$ cat src/rtl/via_bus_scheduler.sv
// E-clock phase generator and VIA access sequencer: one VIA bus cycle per granted request,
// aligned to E high. The host port and its round-robin arbitration exist only with VIA_SCHED_HOST_EN.
module via_bus_scheduler #(
    parameter int DIV    = 10,
    parameter int E_HIGH = 4
) (
    input  logic       clock,
    input  logic       reset_n,
    output logic       e_clk,
    output logic       via_rising,
    output logic       via_falling,
    output logic [3:0] via_addr,
    output logic [7:0] via_din,
    output logic       via_wen,
    output logic       via_ren,
    input  logic [7:0] via_dout,
    input  logic       cpu_req,
    input  logic       cpu_we,
    input  logic [3:0] cpu_addr,
    input  logic [7:0] cpu_wdata,
    output logic       cpu_ack,
    output logic [7:0] cpu_rdata,
    input  logic       host_req,
    input  logic       host_we,
    input  logic [3:0] host_addr,
    input  logic [7:0] host_wdata,
    output logic       host_ack,
    output logic [7:0] host_rdata
);
    localparam int CW = $clog2(DIV);
    localparam logic [CW-1:0] C_ZERO = CW'(0);
    localparam logic [CW-1:0] C_ONE  = CW'(1);
    localparam logic [CW-1:0] C_RISE = CW'(DIV - E_HIGH);
    localparam logic [CW-1:0] C_PRE  = CW'(DIV - E_HIGH - 1);
    localparam logic [CW-1:0] C_WIN  = CW'(DIV - E_HIGH - 2);
    localparam logic [CW-1:0] C_FALL = CW'(DIV - 1);

    typedef enum logic [1:0] {
        S_IDLE   = 2'd0,
        S_SETUP  = 2'd1,
        S_ACTIVE = 2'd2,
        S_DONE   = 2'd3
    } state_t;

    state_t         r_state;
    state_t         w_state_nxt;
    logic [CW-1:0]  r_cnt;
    logic [CW-1:0]  w_cnt_nxt;
    logic           w_host_req;
    logic           w_pick_host;
    logic           w_grant;
    logic           w_capture;
    logic           w_wen_nxt;
    logic           w_ren_nxt;
    logic           w_cpu_ack_nxt;
    logic           r_we;
    logic           r_gnt_host;
    logic           r_e_clk;
    logic           r_rising;
    logic           r_falling;
    logic [3:0]     r_via_addr;
    logic [7:0]     r_via_din;
    logic           r_wen;
    logic           r_ren;
    logic           r_cpu_ack;
    logic [7:0]     r_cpu_rdata;

`ifdef VIA_SCHED_HOST_EN
    logic           r_last_host;
    logic           r_host_ack;
    logic [7:0]     r_host_rdata;
    logic           w_host_ack_nxt;

    assign w_host_req  = host_req;
    // Host wins only when the CPU is idle or the CPU was served last.
    assign w_pick_host = host_req && (!cpu_req || !r_last_host);
`else
    logic           w_unused_host;

    assign w_host_req    = 1'b0;
    assign w_pick_host   = 1'b0;
    assign w_unused_host = host_req;
`endif

    // Phase counter wrap
    always_comb begin
        w_cnt_nxt = r_cnt + C_ONE;
        if (r_cnt == C_FALL) begin
            w_cnt_nxt = C_ZERO;
        end else begin
            w_cnt_nxt = r_cnt + C_ONE;
        end
    end

    // State and phase counter registers
    always_ff @(posedge clock or negedge reset_n) begin
        if (!reset_n) begin
            r_state <= S_IDLE;
            r_cnt   <= C_ZERO;
        end else begin
            r_state <= w_state_nxt;
            r_cnt   <= w_cnt_nxt;
        end
    end

    // Next-state logic
    always_comb begin
        w_state_nxt = r_state;
        case (r_state)
            S_IDLE: begin
                if ((r_cnt <= C_WIN) && (cpu_req || w_host_req)) begin
                    w_state_nxt = S_SETUP;
                end else begin
                    w_state_nxt = S_IDLE;
                end
            end
            S_SETUP: begin
                if (r_cnt == C_PRE) begin
                    w_state_nxt = S_ACTIVE;
                end else begin
                    w_state_nxt = S_SETUP;
                end
            end
            S_ACTIVE: begin
                if (r_cnt == C_FALL) begin
                    w_state_nxt = S_DONE;
                end else begin
                    w_state_nxt = S_ACTIVE;
                end
            end
            S_DONE:  w_state_nxt = S_IDLE;
            default: w_state_nxt = S_IDLE;
        endcase
    end

    // Output decode from the next state so every output leaves a flop
    always_comb begin
        w_grant       = (r_state == S_IDLE) && (w_state_nxt == S_SETUP);
        w_capture     = (r_state == S_ACTIVE) && (r_cnt == C_FALL) && !r_we;
        w_wen_nxt     = (w_state_nxt == S_ACTIVE) && r_we;
        w_ren_nxt     = (w_state_nxt == S_ACTIVE) && !r_we;
        w_cpu_ack_nxt = (w_state_nxt == S_DONE) && !r_gnt_host;
    end

    // Latch the granted port's request; address and data then hold until the next grant
    always_ff @(posedge clock or negedge reset_n) begin
        if (!reset_n) begin
            r_we       <= 1'b0;
            r_gnt_host <= 1'b0;
            r_via_addr <= 4'h0;
            r_via_din  <= 8'h00;
        end else if (w_grant) begin
            r_we       <= w_pick_host ? host_we    : cpu_we;
            r_gnt_host <= w_pick_host;
            r_via_addr <= w_pick_host ? host_addr  : cpu_addr;
            r_via_din  <= w_pick_host ? host_wdata : cpu_wdata;
        end
    end

    // Registered strobes, enables and CPU completion
    always_ff @(posedge clock or negedge reset_n) begin
        if (!reset_n) begin
            r_e_clk     <= 1'b0;
            r_rising    <= 1'b0;
            r_falling   <= 1'b0;
            r_wen       <= 1'b0;
            r_ren       <= 1'b0;
            r_cpu_ack   <= 1'b0;
            r_cpu_rdata <= 8'h00;
        end else begin
            r_e_clk   <= (w_cnt_nxt >= C_RISE);
            r_rising  <= (w_cnt_nxt == C_RISE);
            r_falling <= (w_cnt_nxt == C_FALL);
            r_wen     <= w_wen_nxt;
            r_ren     <= w_ren_nxt;
            r_cpu_ack <= w_cpu_ack_nxt;
            // VIA data sampled on the falling-edge clock, before the read side effect lands
            if (w_capture && !r_gnt_host) begin
                r_cpu_rdata <= via_dout;
            end
        end
    end

`ifdef VIA_SCHED_HOST_EN
    assign w_host_ack_nxt = (w_state_nxt == S_DONE) && r_gnt_host;

    // Host completion and round-robin history
    always_ff @(posedge clock or negedge reset_n) begin
        if (!reset_n) begin
            r_last_host  <= 1'b1;
            r_host_ack   <= 1'b0;
            r_host_rdata <= 8'h00;
        end else begin
            r_host_ack <= w_host_ack_nxt;
            if (w_capture && r_gnt_host) begin
                r_host_rdata <= via_dout;
            end
            if (r_state == S_DONE) begin
                r_last_host <= r_gnt_host;
            end
        end
    end

    assign host_ack   = r_host_ack;
    assign host_rdata = r_host_rdata;
`else
    assign host_ack   = 1'b0;
    assign host_rdata = 8'h00;
`endif

    assign e_clk       = r_e_clk;
    assign via_rising  = r_rising;
    assign via_falling = r_falling;
    assign via_addr    = r_via_addr;
    assign via_din     = r_via_din;
    assign via_wen     = r_wen;
    assign via_ren     = r_ren;
    assign cpu_ack     = r_cpu_ack;
    assign cpu_rdata   = r_cpu_rdata;

endmodule
$ cat config.mk
export PLATFORM = sky130hd
export DESIGN_NAME = via_bus_scheduler
export DESIGN_NICKNAME = d
export VERILOG_FILES = /design/src/rtl/via_bus_scheduler.sv
export SDC_FILE = /design/constraint.sdc
export NUM_CORES = 1
export LEC_CHECK = 0
export BUFFER_PORTS_ARGS = -buffer_cell sky130_fd_sc_hd__buf_2
export CORE_AREA = 2 2 59 72
export DETAILED_ROUTE_END_ITERATION = 6
export DIE_AREA = 0 0 61 74
export HOLD_SLACK_MARGIN = 0.05
export PLACE_DENSITY = 0.71
export SLEW_MARGIN = 10
export SYNTH_ARGS = -nofsm -noshare
export SYNTH_HDL_FRONTEND = slang
export SYNTH_SLANG_ARGS = --single-unit
$ cat constraint.sdc
create_clock -name clock -period 1.9 [get_ports clock]
set_clock_uncertainty 0.1 [all_clocks]
set_input_delay 0 -clock clock [delete_from_list [all_inputs] [get_ports clock]]
set_output_delay 0 -clock clock [all_outputs]
set_load 0.01 [all_outputs]
# Word-level counts from Yosys, hierarchy flattened
# Index checks and enable logic that the tools add are counted.
# Widths: inputs -> output; s select.
# op_classes
n_addsub	1
n_reduce_logical	8
eq_ne	10
mux	5
n_lt_le_gt_ge	2
# op_table
operator	n
$eq 2x2->1 const B	4
$eq 4x3->1 const B	2
$eq 4x4->1 const B	2
$pmux 2 s4	1
$logic_and 1x1->1	6
$add 4x1->4 const B	1
$eq 2x1->1 const B	2
$ge 4x3->1 const B	1
$le 4x3->1 const B	1
$mux 4	1
$logic_not 2->1	1
$mux 1	2
$mux 2	1
$logic_not 1->1	1
# word_totals
reg_bits	33
output_inout_bits	35
input_bits	38
elab_cells	38

# Depth between registers and ports, before layout
# depth
ltp_word	6
depth_mapped	6
ltp_nobuf	3

# Worst setup path before layout
# OpenSTA, ideal clock, no wires.
# synth_timing
path_kind	reg2reg
start	register r_cnt[0]
end	register r_we
path_buffers	3
stages_incl_launch_ff	7
setup_slack_ps	-14
arrival_time_ps	1689
period_less_slack_ps	1914
t_required_ps	1675
setup_time_ps	125
path_cell_list	dfrtp_1 -> buf_6 -> o21a_1 -> or4_4 -> buf_6 -> buf_12 -> mux2_4
# synth_between
elab_chain_len	6
word_cells_on_any_way	10
cone_classes	order compare (1); eq/ne (3); mux (4); reduce/logical (2)
# synth_lines
item	line_no	text
start, declared	47	logic [CW-1:0] r_cnt;
start signal, assigned	102	r_cnt <= w_cnt_nxt;
$le 4x3->1	111	if ((r_cnt <= C_WIN) && (cpu_req || w_host_req)) begin
$logic_and 1x1->1	111	
$mux 1	111	
$pmux 2 s4 *	109	case (r_state)
$eq 2x1->1 *	138	w_grant = (r_state == S_IDLE) && (w_state_nxt == S_SETUP);
$logic_and 1x1->1 *	138	
end signal, assigned	153	r_we <= w_pick_host ? host_we : cpu_we;
end, declared	56	logic r_we;
# Mark *: on every way between the ends. The rest lies on a longest branch, timed or not.
# A chain may end at the register's enable or synchronous reset.

# Worst setup path in the final report
# layout_timing
start	register r_cnt[1]
end	register r_cpu_rdata[6], in the netlist cpu_rdata[6]
# layout_between
elab_chain_len	3
# layout_lines
item	line_no	text
$eq 4x4->1	139	w_capture = (r_state == S_ACTIVE) && (r_cnt == C_FALL) && !r_we;
$logic_and 1x1->1 (2 in a row)	139	
end signal, assigned	179	r_cpu_rdata <= via_dout;
end, declared	66	logic [7:0] r_cpu_rdata;
# Every way passes these cells.

==> results_dict.tcl <==
set metrics [dict create \
    status "finished, final reports clean" \
    yosys-top-cells-area "dfrtp_1 (57%), mux2_4 (10%), mux2_2 (8.5%), buf_4 (4.6%), nand2b_1 (2.6%)" \
    setup_viol 0 \
    layout-area-overhead-vs-synth_pct 38.6 \
    cap_viol_max_count 0 \
    cp_slowest_cell "or4_1" \
    min_period_over_period 0.964 \
    slew_violations 0 \
    grt_max_degree 34 \
    startpoint "r_cnt[1]$_DFF_PN0_" \
    syn_avg_cell_area_um2 13.5 \
    synth.most_common_cell "dfrtp_1" \
    synth_top_family_by_area "multiplexers" \
    first_pass_iters 4 \
    final_area_um2 2020 \
    synth-seq-area-share 0.566 \
    coreArea_um2 3850 \
    grt_pass1_wl_um 4770 \
    cp_num_buf_inv 0 \
    synth_adder_area_share 0 \
    htree_levels 2 \
    min_path_type "in2async" \
    fillers 338 \
    max-vdd-ir-drop_mv 0.323 \
    ys_warn_count 0 \
    yosysTopAreaCell "dfrtp_1" \
    arrival_ps 1900 \
    postCtsSetupBuffers 0 \
    required_ps 1970 \
    ant_nets 0 \
    ys_top_cells_by_count "dfrtp_1 (33), mux2_2 (11), mux2_4 (10)" \
    p_leak_nw 1.02 \
    row_count 25 \
    fin_crit_ps 1830 \
    grt_use_total 0.148 \
    ys_async_sr_fraction 1.00 \
    num_vias 1053 \
    root_buffer "clkbuf_8" \
    die_height_um 74 \
    drtIter0Drc 24 \
    grt_overflow 0 \
    synth_compound_area_frac 0.0515 \
    die-area_um2 4510 \
    port_buffers 49 \
    crit_path_max_fanout 8 \
    nets 223 \
    cp-end-kind "flip-flop" \
    antenna_found_initial 0 \
    grt_pass1_vias 1111 \
    initial_core_util 0.379 \
    multi_input_area_um2 522 \
    post_drt_wl_per_cell_um 12.7 \
    synthFlopType "dfrtp_1" \
    synth_top_area_frac 0.566 \
    remaining_drc_errors 0 \
    crit_chain "nand2b_1 > or4_1 > mux2_2" \
    place_congestion 0.850 \
    powerDensity_nw_per_um2 898 \
    clockBufferDepth 2 \
    synth-xor-area-share 0.00600 \
    max_stage_delay_ps 670 \
    diodes 0 \
    muxShareOfSynthArea 0.195 \
    worstSetupStartpointType "flip-flop" \
    numClockSinks 33 \
    die_x_um 61 \
    clk_pin_slew_worst_paths_ps 60 \
    worst-setup-path-type "reg2reg" \
    fin_tns_setup_ps 0 \
    final_layout_size_suffix_gt1_frac 0.446 \
    viasPerCell 4.39 \
    cts_tree "done" \
    rsz0062_at_grt "false" \
    dp_hpwl_um 2030 \
    postPlaceCellArea_um2 1710 \
    syn_inst 108 \
    wirelength_um 3050 \
    fmax_ghz 0.546 \
    ioPinCount 73 \
    tightest_slew_ps 711 \
    rr_startpoint "r_cnt[1]$_DFF_PN0_" \
    timing.slew.headroom 0.526 \
    synth_seq_cells 33 \
    finalHoldViolations 0 \
    regArea_um2 826 \
    synth_area_um2 1460 \
    worst_path_dominant_cell_family "simple AND/OR/NAND/NOR gates" \
    synth_edf_count 0 \
    numCtsBuffers 5 \
    yosys.area_share.simple 0.0823 \
    ys_types 29 \
    insertion_delay_ps 280 \
]
[worst reg2reg max path, delay by kind of cell (launching register included)]
| kind | cells | cell delay, ps |
|---|---|---|
| flip-flops | 1 | 400 |
| multiplexers | 1 | 340 |
| AND/OR/NAND/NOR | 2 | 870 |
[registers in the layout, indices dropped and copies added, names as in the netlist]
register and flops:
via_ren 1, r_cnt 4, via_wen 1, r_we 1, via_din 8, r_state 2, via_rising 1, via_falling 1
cpu_rdata 8, cpu_ack 1, via_addr 4, e_clk 1
[cell families after synthesis]
group	after synthesis
flip-flops	33
multiplexers	22
AND/OR/NAND/NOR	21
buffers and inverters	18
AO/OA/AOI/OAI	12
XOR/XNOR	1
other	1
[through the flow]
stage                     power, mW  instances  hold slack, ps   util  setup WS, ps
after global placement         1.28        209           -28.8  0.444           103
after global routing           1.91        240             274  0.526          11.0
final                          1.82        240             209  0.526          69.1
after detailed placement       1.30        209           -11.3  0.444          65.8
after floorplan                1.14        116            -396      -          46.5
after CTS                      1.83        240             227  0.526          58.8
[worst paths after layout]
kind / slack (ps) / cells after the start / to
setup / recovery: 70 / 3 / cpu_rdata[6]$_DFFE_PN0P_
hold / removal: 210 / 2 / via_din[6]$_DFFE_PN0P_
setup reg to reg: 70 / 3 / cpu_rdata[6]$_DFFE_PN0P_
hold reg to reg: 400 / 1 / via_ren$_DFF_PN0_
max in group asynchronous: 1030 / 2 / via_din[0]$_DFFE_PN0P_
min in group clock: 380 / 3 / cpu_rdata[5]$_DFFE_PN0P_
[placed cells by master, fill, tap and decap left out, drive strengths merged, types with 3 or more instances in the layout]
master / synthesis / routed
buf: 14 / 54
a21oi: 3 / 3
nor2: 3 / 3
o21ai: 3 / 3
nand2: 3 / 3
nor2b: 3 / 3
conb: 1 / 9
dfrtp: 33 / 33
dlygate4sd3: 0 / 23
nand2b: 6 / 6
clkbuf: 1 / 6
mux2: 21 / 21
inv: 3 / 3
[power breakdown]
group          internal (mW)  leakage (nW)  total [mW]  switching (mW)
Clock                  0.253        0.0450       0.487           0.234
Sequential             0.823         0.387       0.882          0.0589
Combinational          0.255         0.588       0.446           0.191
[metal layers]
metal / part of all wire / vias to the layer above / global-route usage / wire [µm]
met1: 0.39 / 504 / 0.147 / 1190
met2: 0.53 / 47 / 0.270 / 1620
met5: 0 / - / 0 / 0
met3: 0.059 / 5 / 0.0417 / 181
met4: 0.019 / 0 / 0.0773 / 58
li1: - / 497 / - / -
[timing repair]
item | CTS | global route
hold buffers | 23 | 0
gates resized for setup | 0 | 0
hold endpoints to repair | 55 | 0
[area by class of cell]
class / count / share of cell area
clock inverters: 2 / 0.00495
multi-input cells: 65 / 0.258
flip-flops and latches: 33 / 0.408
inverters: 3 / 0.00557
clock buffers: 6 / 0.0359
repair buffers: 77 / 0.254
well taps: 54 / 0.0334
Power figures use the tool's default switching activity.
